--- config.mk ---
export PLATFORM = sky130hd
export DESIGN_NAME = clk_div_multi
export DESIGN_NICKNAME = d
export VERILOG_FILES = /design/src/rtl/clk_div_pkg.sv /design/src/rtl/clk_div_ch.sv /design/src/rtl/clk_div_multi.sv
export SDC_FILE = /design/constraint.sdc
export NUM_CORES = 1
export LEC_CHECK = 0
export ABC_AREA = 1
export BUFFER_PORTS_ARGS = -buffer_cell sky130_fd_sc_hd__buf_2
export CELL_PAD_IN_SITES_DETAIL_PLACEMENT = 0
export CELL_PAD_IN_SITES_GLOBAL_PLACEMENT = 2
export CORE_MARGIN = 4
export CORE_UTILIZATION = 35
export DETAILED_ROUTE_END_ITERATION = 6
export GPL_ROUTABILITY_DRIVEN = 0
export PLACE_DENSITY = 0.81
export SLEW_MARGIN = 15
export SYNTH_ARGS = -nofsm -noshare
export SYNTH_HDL_FRONTEND = slang
export SYNTH_HIERARCHICAL = 1
export SYNTH_SLANG_ARGS = --single-unit
--- constraint.sdc ---
create_clock -name clk_int -period 3.2 [get_ports clk_int]
set_input_delay 0.16 -clock clk_int [delete_from_list [all_inputs] [get_ports clk_int]]
set_output_delay 0.16 -clock clk_int [all_outputs]
set_load 0.1 [all_outputs]
--- src/rtl/clk_div_pkg.sv ---
// Shared constants for the multi-channel clock/tick generator: counter width,
// standard divider rates from the 100 MHz system clock, and a channel-select width helper.
package clk_div_pkg;

   localparam int CNT_W_DEF      = 24;

   localparam int PERIOD_2MHZ    = 50;
   localparam int HIGH_2MHZ      = 25;
   localparam int PERIOD_1MHZ    = 100;
   localparam int HIGH_1MHZ      = 50;

   // Servo PWM: 20 ms frame, 1..2 ms pulse
   localparam int PERIOD_SERVO   = 2_000_000;
   localparam int HIGH_SERVO_MIN = 100_000;
   localparam int HIGH_SERVO_MAX = 200_000;

   function automatic int clog2_min1(input int n);
      return (n <= 2) ? 1 : $clog2(n);
   endfunction

endpackage

--- src/rtl/clk_div_ch.sv ---
// One divider channel: free-running counter, active and shadow period/high registers,
// and the pending-config apply logic that only swaps settings at a period boundary.
module clk_div_ch #(
   parameter int CNT_W      = 24,
   parameter int DEF_PERIOD = 50,
   parameter int DEF_HIGH   = 25
) (
   input  logic             clk_int,
   input  logic             rst,
   input  logic             en,
   input  logic             sync,
   input  logic             accept,
   input  logic [CNT_W-1:0] cfg_period,
   input  logic [CNT_W-1:0] cfg_high,
   output logic             pending,
   output logic             clk_out,
   output logic             tick
);

   logic [CNT_W-1:0] cnt;
   logic [CNT_W-1:0] period;
   logic [CNT_W-1:0] high;
   logic [CNT_W-1:0] shadow_period;
   logic [CNT_W-1:0] shadow_high;
   logic             run;
   logic             wrap;
   logic             apply;

   always_comb begin
      run   = en && (period != '0);
      wrap  = run && (cnt == period - 1'b1);
      // Any point where the channel is not mid-period is a safe place to swap settings
      apply = pending && (wrap || !en || (period == '0) || sync);
   end

   always_ff @(posedge clk_int) begin
      if (rst) begin
         cnt     <= '0;
         period  <= CNT_W'(DEF_PERIOD);
         high    <= CNT_W'(DEF_HIGH);
         pending <= 1'b0;
         clk_out <= 1'b0;
         tick    <= 1'b0;
      end else begin
         clk_out <= run && (cnt < high);
         tick    <= wrap;
         if (!run || wrap || sync) begin
            cnt <= '0;
         end else begin
            cnt <= cnt + 1'b1;
         end
         if (apply) begin
            period  <= shadow_period;
            high    <= shadow_high;
            pending <= 1'b0;
         end else if (accept) begin
            pending <= 1'b1;
         end
      end
   end

   // Shadow copies are pure data; pending alone decides whether they are used
   always_ff @(posedge clk_int) begin
      if (accept) begin
         shadow_period <= cfg_period;
         shadow_high   <= cfg_high;
      end
   end

endmodule

--- src/rtl/clk_div_multi.sv ---
// Multi-channel programmable clock/tick generator with a shared valid/ready config port
// and a common sync input that phase-aligns all channels.
module clk_div_multi
   import clk_div_pkg::*;
#(
   parameter int NUM_CH     = 2,
   parameter int CNT_W      = CNT_W_DEF,
   parameter int DEF_PERIOD = PERIOD_2MHZ,
   parameter int DEF_HIGH   = HIGH_2MHZ,
   localparam int CH_W      = clog2_min1(NUM_CH)
) (
   input  logic              clk_int,
   input  logic              rst,
   input  logic [NUM_CH-1:0] en,
   input  logic              sync,
   input  logic              cfg_valid,
   output logic              cfg_ready,
   input  logic [CH_W-1:0]   cfg_ch,
   input  logic [CNT_W-1:0]  cfg_period,
   input  logic [CNT_W-1:0]  cfg_high,
   output logic [NUM_CH-1:0] clk_out,
   output logic [NUM_CH-1:0] tick
);

   logic [NUM_CH-1:0] pending;
   logic [NUM_CH-1:0] accept;

   // Out-of-range channel selects are never ready, so they can never be accepted
   always_comb begin
      cfg_ready = 1'b0;
      accept    = '0;
      for (int i = 0; i < NUM_CH; i++) begin
         if (cfg_ch == CH_W'(i)) begin
            cfg_ready = ~pending[i];
            accept[i] = cfg_valid && ~pending[i];
         end
      end
   end

   for (genvar g = 0; g < NUM_CH; g++) begin : g_ch
      clk_div_ch #(
         .CNT_W      (CNT_W),
         .DEF_PERIOD (DEF_PERIOD),
         .DEF_HIGH   (DEF_HIGH)
      ) u_ch (
         .clk_int    (clk_int),
         .rst        (rst),
         .en         (en[g]),
         .sync       (sync),
         .accept     (accept[g]),
         .cfg_period (cfg_period),
         .cfg_high   (cfg_high),
         .pending    (pending[g]),
         .clk_out    (clk_out[g]),
         .tick       (tick[g])
      );
   end

endmodule

==> After elaboration in Yosys (flattened, before gate mapping) <==
Cells that the tools add are included.
{ "totals": {"register_bits": 246, "latchBits": 0, "mem_bits_rw": 0, "mem_bits_ro": 0, "input_bits": 55, "output_inout_bits": 5, "elab_cells": 61, "mem_count": 0} }
{ "op_classes": {"n_addsub": 4, "mul": 0, "div": 0, "magnitude_cmp": 2, "n_eq_ne": 2, "n_shift": 0, "muxes": 3, "n_bitwise": 2, "reduce_logical": 32} }
{ "op_table": {"columns": ["operator", "count"], "rows": [
  ["$add 24x1->24 const B", 2],
  ["$eq 24x24->1", 2],
  ["$logic_not 24->1", 2],
  ["$lt 24x24->1", 2],
  ["$reduce_bool 24->1", 2],
  ["$sub 24x1->24 const B", 2],
  ["$logic_and 1x1->1", 10],
  ["$logic_or 1x1->1", 10],
  ["$reduce_or 2->1", 4],
  ["$logic_not 1->1", 4],
  ["$mux 1", 3],
  ["$not 1->1", 2]
]} }

==> Logic depth before layout (Yosys ltp) <==
{ "depth": {"depth_word": 8, "ltp_mapped": 20, "mapped_depth_nobuf": 18} }

==> By module <==
Netlist, hierarchy kept.
{ "by_module_without_submodules": {"columns": ["mod", "instances", "cells_per_inst", "area_each_um2", "seq_area_each_um2"], "rows": [
  ["clk_div_ch", 2, 790, 6337.3, 2942.8],
  ["clk_div_multi", 1, 10, 40.0, 0.0]
]} }

==> Least setup slack after synthesis <==
Ideal clock, no wire load.
{ "synth_path": {"path_type": "reg-to-reg", "start": "reg g_ch[0].u_ch.pending", "end": "reg g_ch[0].u_ch.shadow_high[0] (enable)", "setup_time_ns": 0.456, "arrival_ns": 2.471, "t_required_ns": 2.744, "slack_ns": 0.273, "path_stages_with_launch": 4, "path_buffers": 0, "synth_period_minus_slack_ns": 2.927, "cell_sequence": "dfxtp_1 -> inv_1 -> nand2_1 -> nor2_1"} }
{ "synth_between": {"elab_chain_cells": 3} }
{ "synth_lines": {"columns": ["element", "line_no", "text"], "rows": [
  ["from (decl)", "clk_div_ch.sv:15", "output logic pending,"],
  ["from (signal assigned)", "clk_div_ch.sv:41", "pending <= 1'b0;"],
  ["from (signal assigned)", "clk_div_ch.sv:55", "pending <= 1'b0;"],
  ["from (signal assigned)", "clk_div_ch.sv:57", "pending <= 1'b1;"],
  ["$not 1->1", "clk_div_multi.sv:35", "accept[i] = cfg_valid && ~pending[i];"],
  ["$logic_and 1x1->1", "clk_div_multi.sv:35", null],
  ["$mux 1", "clk_div_multi.sv:33", "if (cfg_ch == CH_W'(i)) begin"],
  ["via accept[0]", "clk_div_multi.sv:26", "logic [NUM_CH-1:0] accept;"],
  ["to (signal assigned)", "clk_div_ch.sv:66", "shadow_high <= cfg_high;"],
  ["to (decl)", "clk_div_ch.sv:24", "logic [CNT_W-1:0] shadow_high;"]
]} }
The timed path passes the listed nets, and every way through them passes these cells.
A chain may end at the register's enable or synchronous reset.

==> Worst setup path in the final report <==
{ "layout_path": {"start": "reg g_ch[0].u_ch.period[0]", "end": "reg g_ch[0].u_ch.period[5]"} }
{ "layout_between": {"elab_chain_cells": 7, "elab_cells_between_ends": 10, "classes_between": "add/sub: 1; eq/ne: 1; reduce/logical: 8"} }
{ "layout_lines": {"columns": ["element", "line_no", "text"], "rows": [
  ["from (decl)", "clk_div_ch.sv:21", "logic [CNT_W-1:0] period;"],
  ["from (signal assigned)", "clk_div_ch.sv:39", "period <= CNT_W'(DEF_PERIOD);"],
  ["from (signal assigned)", "clk_div_ch.sv:53", "period <= shadow_period;"],
  ["$sub 24x1->24 or $reduce_bool 24->1 (tied branches)", "clk_div_ch.sv:31, clk_div_ch.sv:30", null],
  ["$eq 24x24->1 or $logic_and 1x1->1 (tied branches)", "clk_div_ch.sv:31, clk_div_ch.sv:30", null],
  ["$logic_and 1x1->1", "clk_div_ch.sv:31", "wrap = run && (cnt == period - 1'b1);"],
  ["$logic_or 1x1->1", "clk_div_ch.sv:33", "apply = pending && (wrap || !en || (period == '0) || sync);"],
  ["$logic_or 1x1->1 * (2 in a row)", "clk_div_ch.sv:33", null],
  ["$logic_and 1x1->1 *", "clk_div_ch.sv:33", null]
]} }
Every way passes the cells marked *; elsewhere a longest branch is shown, timed or not.

==> impl_metrics.ini <==
[run_status]
status = completed

[grt]
grt_usage_pct = 17.17
antenna_found_initial = 0
grt_pass1_vias = 9974
grt_max_degree = 94
grt_pass1_wl_um = 53990
gr-total-overflow = 0

[worst_hold_path]
hold_start = sync
min_path_type = in -> reg
whs_endpoint = g_ch[0].u_ch/cnt[2]
min_path_cells = 4

[critical_path]
end_kind = flip-flop
r2r-end = g_ch[0].u_ch/period[5]
cp_data_required_time_ns = 3.60
path_cells = inv_2 > ha_1 > nand2_2 > inv_1 > nand2_1 > nand2_1 > nand3_1 > nand2_1 > inv_1 > nand2_1 > nor2_1 > nand2_1 > nor2_1 > nand2_1 > nand2_2 > buf_12 > nand2_1 > nand2_1 > nand3_1
start_kind = flip-flop
critical-path-top-delay-family = simple AND/OR/NAND/NOR gates
slowest_delay_ns = 0.43
rr_worst_depth = 19
timing.critical_path.buf_inv = 4
r2r_setup_slack_ns = 0.38
worst_r2r_startpoint = g_ch[0].u_ch/period[0]
critical_path_class = reg -> reg
worstPathArrival_ns = 3.22
path_common_cell = nand2_1
cp_slowest_cell = dfxtp_1
critPathMaxFanout = 92

[synthesis]
syn_inst = 1590
yosysSeqAreaShare_pct = 46.29
synth_nets = 1697
synth_area_per_cell_um2 = 7.997
netlist_area_um2 = 12710
synth_cell_types = 36
yosysWarnings = 6
ys_ff_latch = 246

[cts]
ctsHtreeMaxLevel = 1
cts_setup_buffers = 0
clock_path_buffers = 3
worstSkewPairLatency_ns = 0.57
numCtsBuffers = 27
clock_sink_count = 246
cts_root_buf = clkbuf_16
clk_pin_slew_ns = 0.06
cts_tree = yes

[floorplanning]
core-area_um2 = 35740
rows = 69
die_h_um = 198.6
ios = 60
die-area_um2 = 39440
start_util_pct = 35.57
dieWidth_um = 198.6

[placed_design]
dp_hpwl_um = 25030
portBuffers = 59

[final_layout]
fillCellCount = 3662
finalNetCount = 1793
diodes = 0
syn_to_final_growth_pct = 15.82
final_core_utilization_pct = 41.20
layout-drive-gt1-share_pct = 8.382

[pwr]
power.switching_w = 0.001948
p_comb_share_pct = 12.5
power.share.switching_pct = 26.49
vdd_drop_max_mv = 0.4150
power.leakage_nw = 6.377
p_int_w = 0.005407
power_density_nw_per_um2 = 499.4
pwr-share-seq_pct = 48.1
clockPowerShare_pct = 39.4

[timing]
hold_ws_ns = 0.2714
clock.fmax_mhz = 354.3
skew_ns = 0.02947
min_period_ns = 2.822
hold_violations = 0
slew_viol_final = 0
tightest_slew_ns = 0.9296
setup_tns_ns = 0
finalCritPeriodShare_pct = 88.20
setup_viol = 0
slew_headroom_pct = 38.03
rsz0062_at_grt = false

[route]
ant_nets = 0
remaining_drc_errors = 0
initialDrtViolationCount = 519
vias_per_cell = 4.752
wl_per_cell_um = 15.85
drt_pass1_iterations = 5
wl_um = 34350
via_count = 10300

[job]
drv_cap = 0
metrics by stage:
step / power [W] / cell area [µm²] / cells / setup slack [ns]
final: 0.007355 / 14730 / 2167 / 0.3778
after floorplan: 0.004222 / 12710 / 1590 / 0.2734
after CTS: 0.007439 / 14690 / 2166 / 0.3918
after detailed placement: 0.004476 / 13370 / 2065 / 0.4038
after global routing: 0.007702 / 14730 / 2167 / 0.001209
after global placement: 0.004475 / 13370 / 2065 / 0.4863
metal layers:
layer  track usage, %  wire (µm)  share of wire (%)  vias to the layer above
li1                 -          -                  -                     5295
met1            25.44      17620                 51                     4809
met2            26.81      14900                 43                      152
met3            2.507       1158                3.4                       42
met4            3.571        660                1.9                        0
met5                0          0                  0                        -
sequential cells by signal (all words and copies together) (netlist names):
signal and flops:
g_ch.u_ch/clk_out 2, g_ch.u_ch/period 48, g_ch.u_ch/shadow_high 48, g_ch.u_ch/high 48, g_ch.u_ch/shadow_period 48, g_ch.u_ch/pending 2
g_ch.u_ch/tick 2, g_ch.u_ch/cnt 48
cells in the final DEF (no fill, tap or decap), types with 10 or more instances in the layout:
master	synthesis	layout
nand2_1	318	318
nor2_1	237	236
inv_1	208	208
nand3_1	174	174
dfxtp_1	150	148
a21oi_1	120	120
edfxtp_1	96	96
buf_2	8	59
ha_1	52	52
dlygate4sd3_1	0	52
xor2_1	34	34
xnor2_1	30	30
clkbuf_16	0	28
nor2_2	15	14
nor3_1	14	14
buf_4	0	13
clkbuf_1	26	12
nand4_1	10	10
worst reg2reg max path, delay by kind of cell, from the launching register on:
kind / cells / cell delay, ns
buffers and inverters: 4 / 0.58
flip-flops: 1 / 0.43
AND/OR/NAND/NOR: 14 / 1.41
adder cells (fa/ha/maj): 1 / 0.27
cell type report:
cell class,count,area (µm²),share of cell area [%]
clock buffer,39,720.7,4.894
clock inverter,10,83.83,0.5692
inverter,212,795.8,5.404
multi-input combinational,1072,5675,38.54
sequential,246,5888,39.98
tap,461,576.8,3.917
timing repair buffer,127,985.9,6.695
synthesized netlist by cell type:
master     instances  share of area, %
xor3_1             4              0.75
o221ai_1           2              0.14
edfxtp_1          96                23
dfxtp_1          150                24
buf_1              8              0.24
nor3b_1            6              0.35
or2_2              4              0.20
nand2_1          318               9.4
inv_2              2             0.059
nand4_1           10              0.49
nor2_8             2              0.31
nand3_1          174               6.8
buf_2              8              0.31
nor3_1            14              0.55
buf_6             18               1.6
nor2_2            15              0.74
inv_1            208               6.1
ha_1              52               5.1
o211ai_1           4              0.24
o21bai_1           4              0.24
a21oi_1          120               4.7
a21boi_0           2              0.12
nor2_1           237               7.0
nor2_4             2              0.18
o21ai_0            8              0.31
nor3_2             2              0.16
o21a_1             2              0.12
o2111ai_1          2              0.14
clkbuf_1          26              0.77
nor4_1             4              0.20
xor2_1            34               2.3
clkinv_1           2             0.059
nand2_2            6              0.30
nand3b_1           8              0.47
xnor3_1            6               1.1
xnor2_1           30               2.1
worst max-delay path by stage:
stage | startpoint | endpoint | slack [ns] | depth (start not counted)
3_3_place_gp | g_ch[1].u_ch/period[2] | g_ch[1].u_ch/high[3] | 0.49 | 15
4_1_cts | g_ch[0].u_ch/period[0] | g_ch[0].u_ch/period[5] | 0.39 | 19
6_report | g_ch[0].u_ch/period[0] | g_ch[0].u_ch/period[5] | 0.38 | 19
3_5_place_dp | g_ch[0].u_ch/period[0] | g_ch[0].u_ch/period[5] | 0.40 | 19
5_1_grt | g_ch[0].u_ch/period[0] | g_ch[0].u_ch/period[5] | 0.001 | 19
2_1_floorplan | g_ch[0].u_ch/pending | g_ch[0].u_ch/shadow_high[0] | 0.27 | 3
what timing repair did:
item                       CTS  global route
hold endpoints to repair   100             0
hold buffers                52             0
gates resized for setup      0             1
setup endpoints to repair    0             2
logic make-up after synthesis:
group | after synthesis | share of synthesized area [%]
AO/OA/AOI/OAI | 144 | 6.022
XOR/XNOR | 74 | 6.219
adder cells (fa/ha/maj) | 52 | 5.117
buffers and inverters | 272 | 9.171
flip-flops | 246 | 46.29
AND/OR/NAND/NOR | 802 | 27.18
power by group through the flow:
stage | combinational (W) | sequential, W | clock (W)
after floorplan | 0.000659 | 0.00356 | 0
after global placement | 0.000870 | 0.00360 | 0
after detailed placement | 0.000871 | 0.00360 | 0
after CTS | 0.000922 | 0.00354 | 0.00298
after global routing | 0.00106 | 0.00356 | 0.00309
final | 0.000922 | 0.00354 | 0.00290
(Power assumes the default switching activity.)
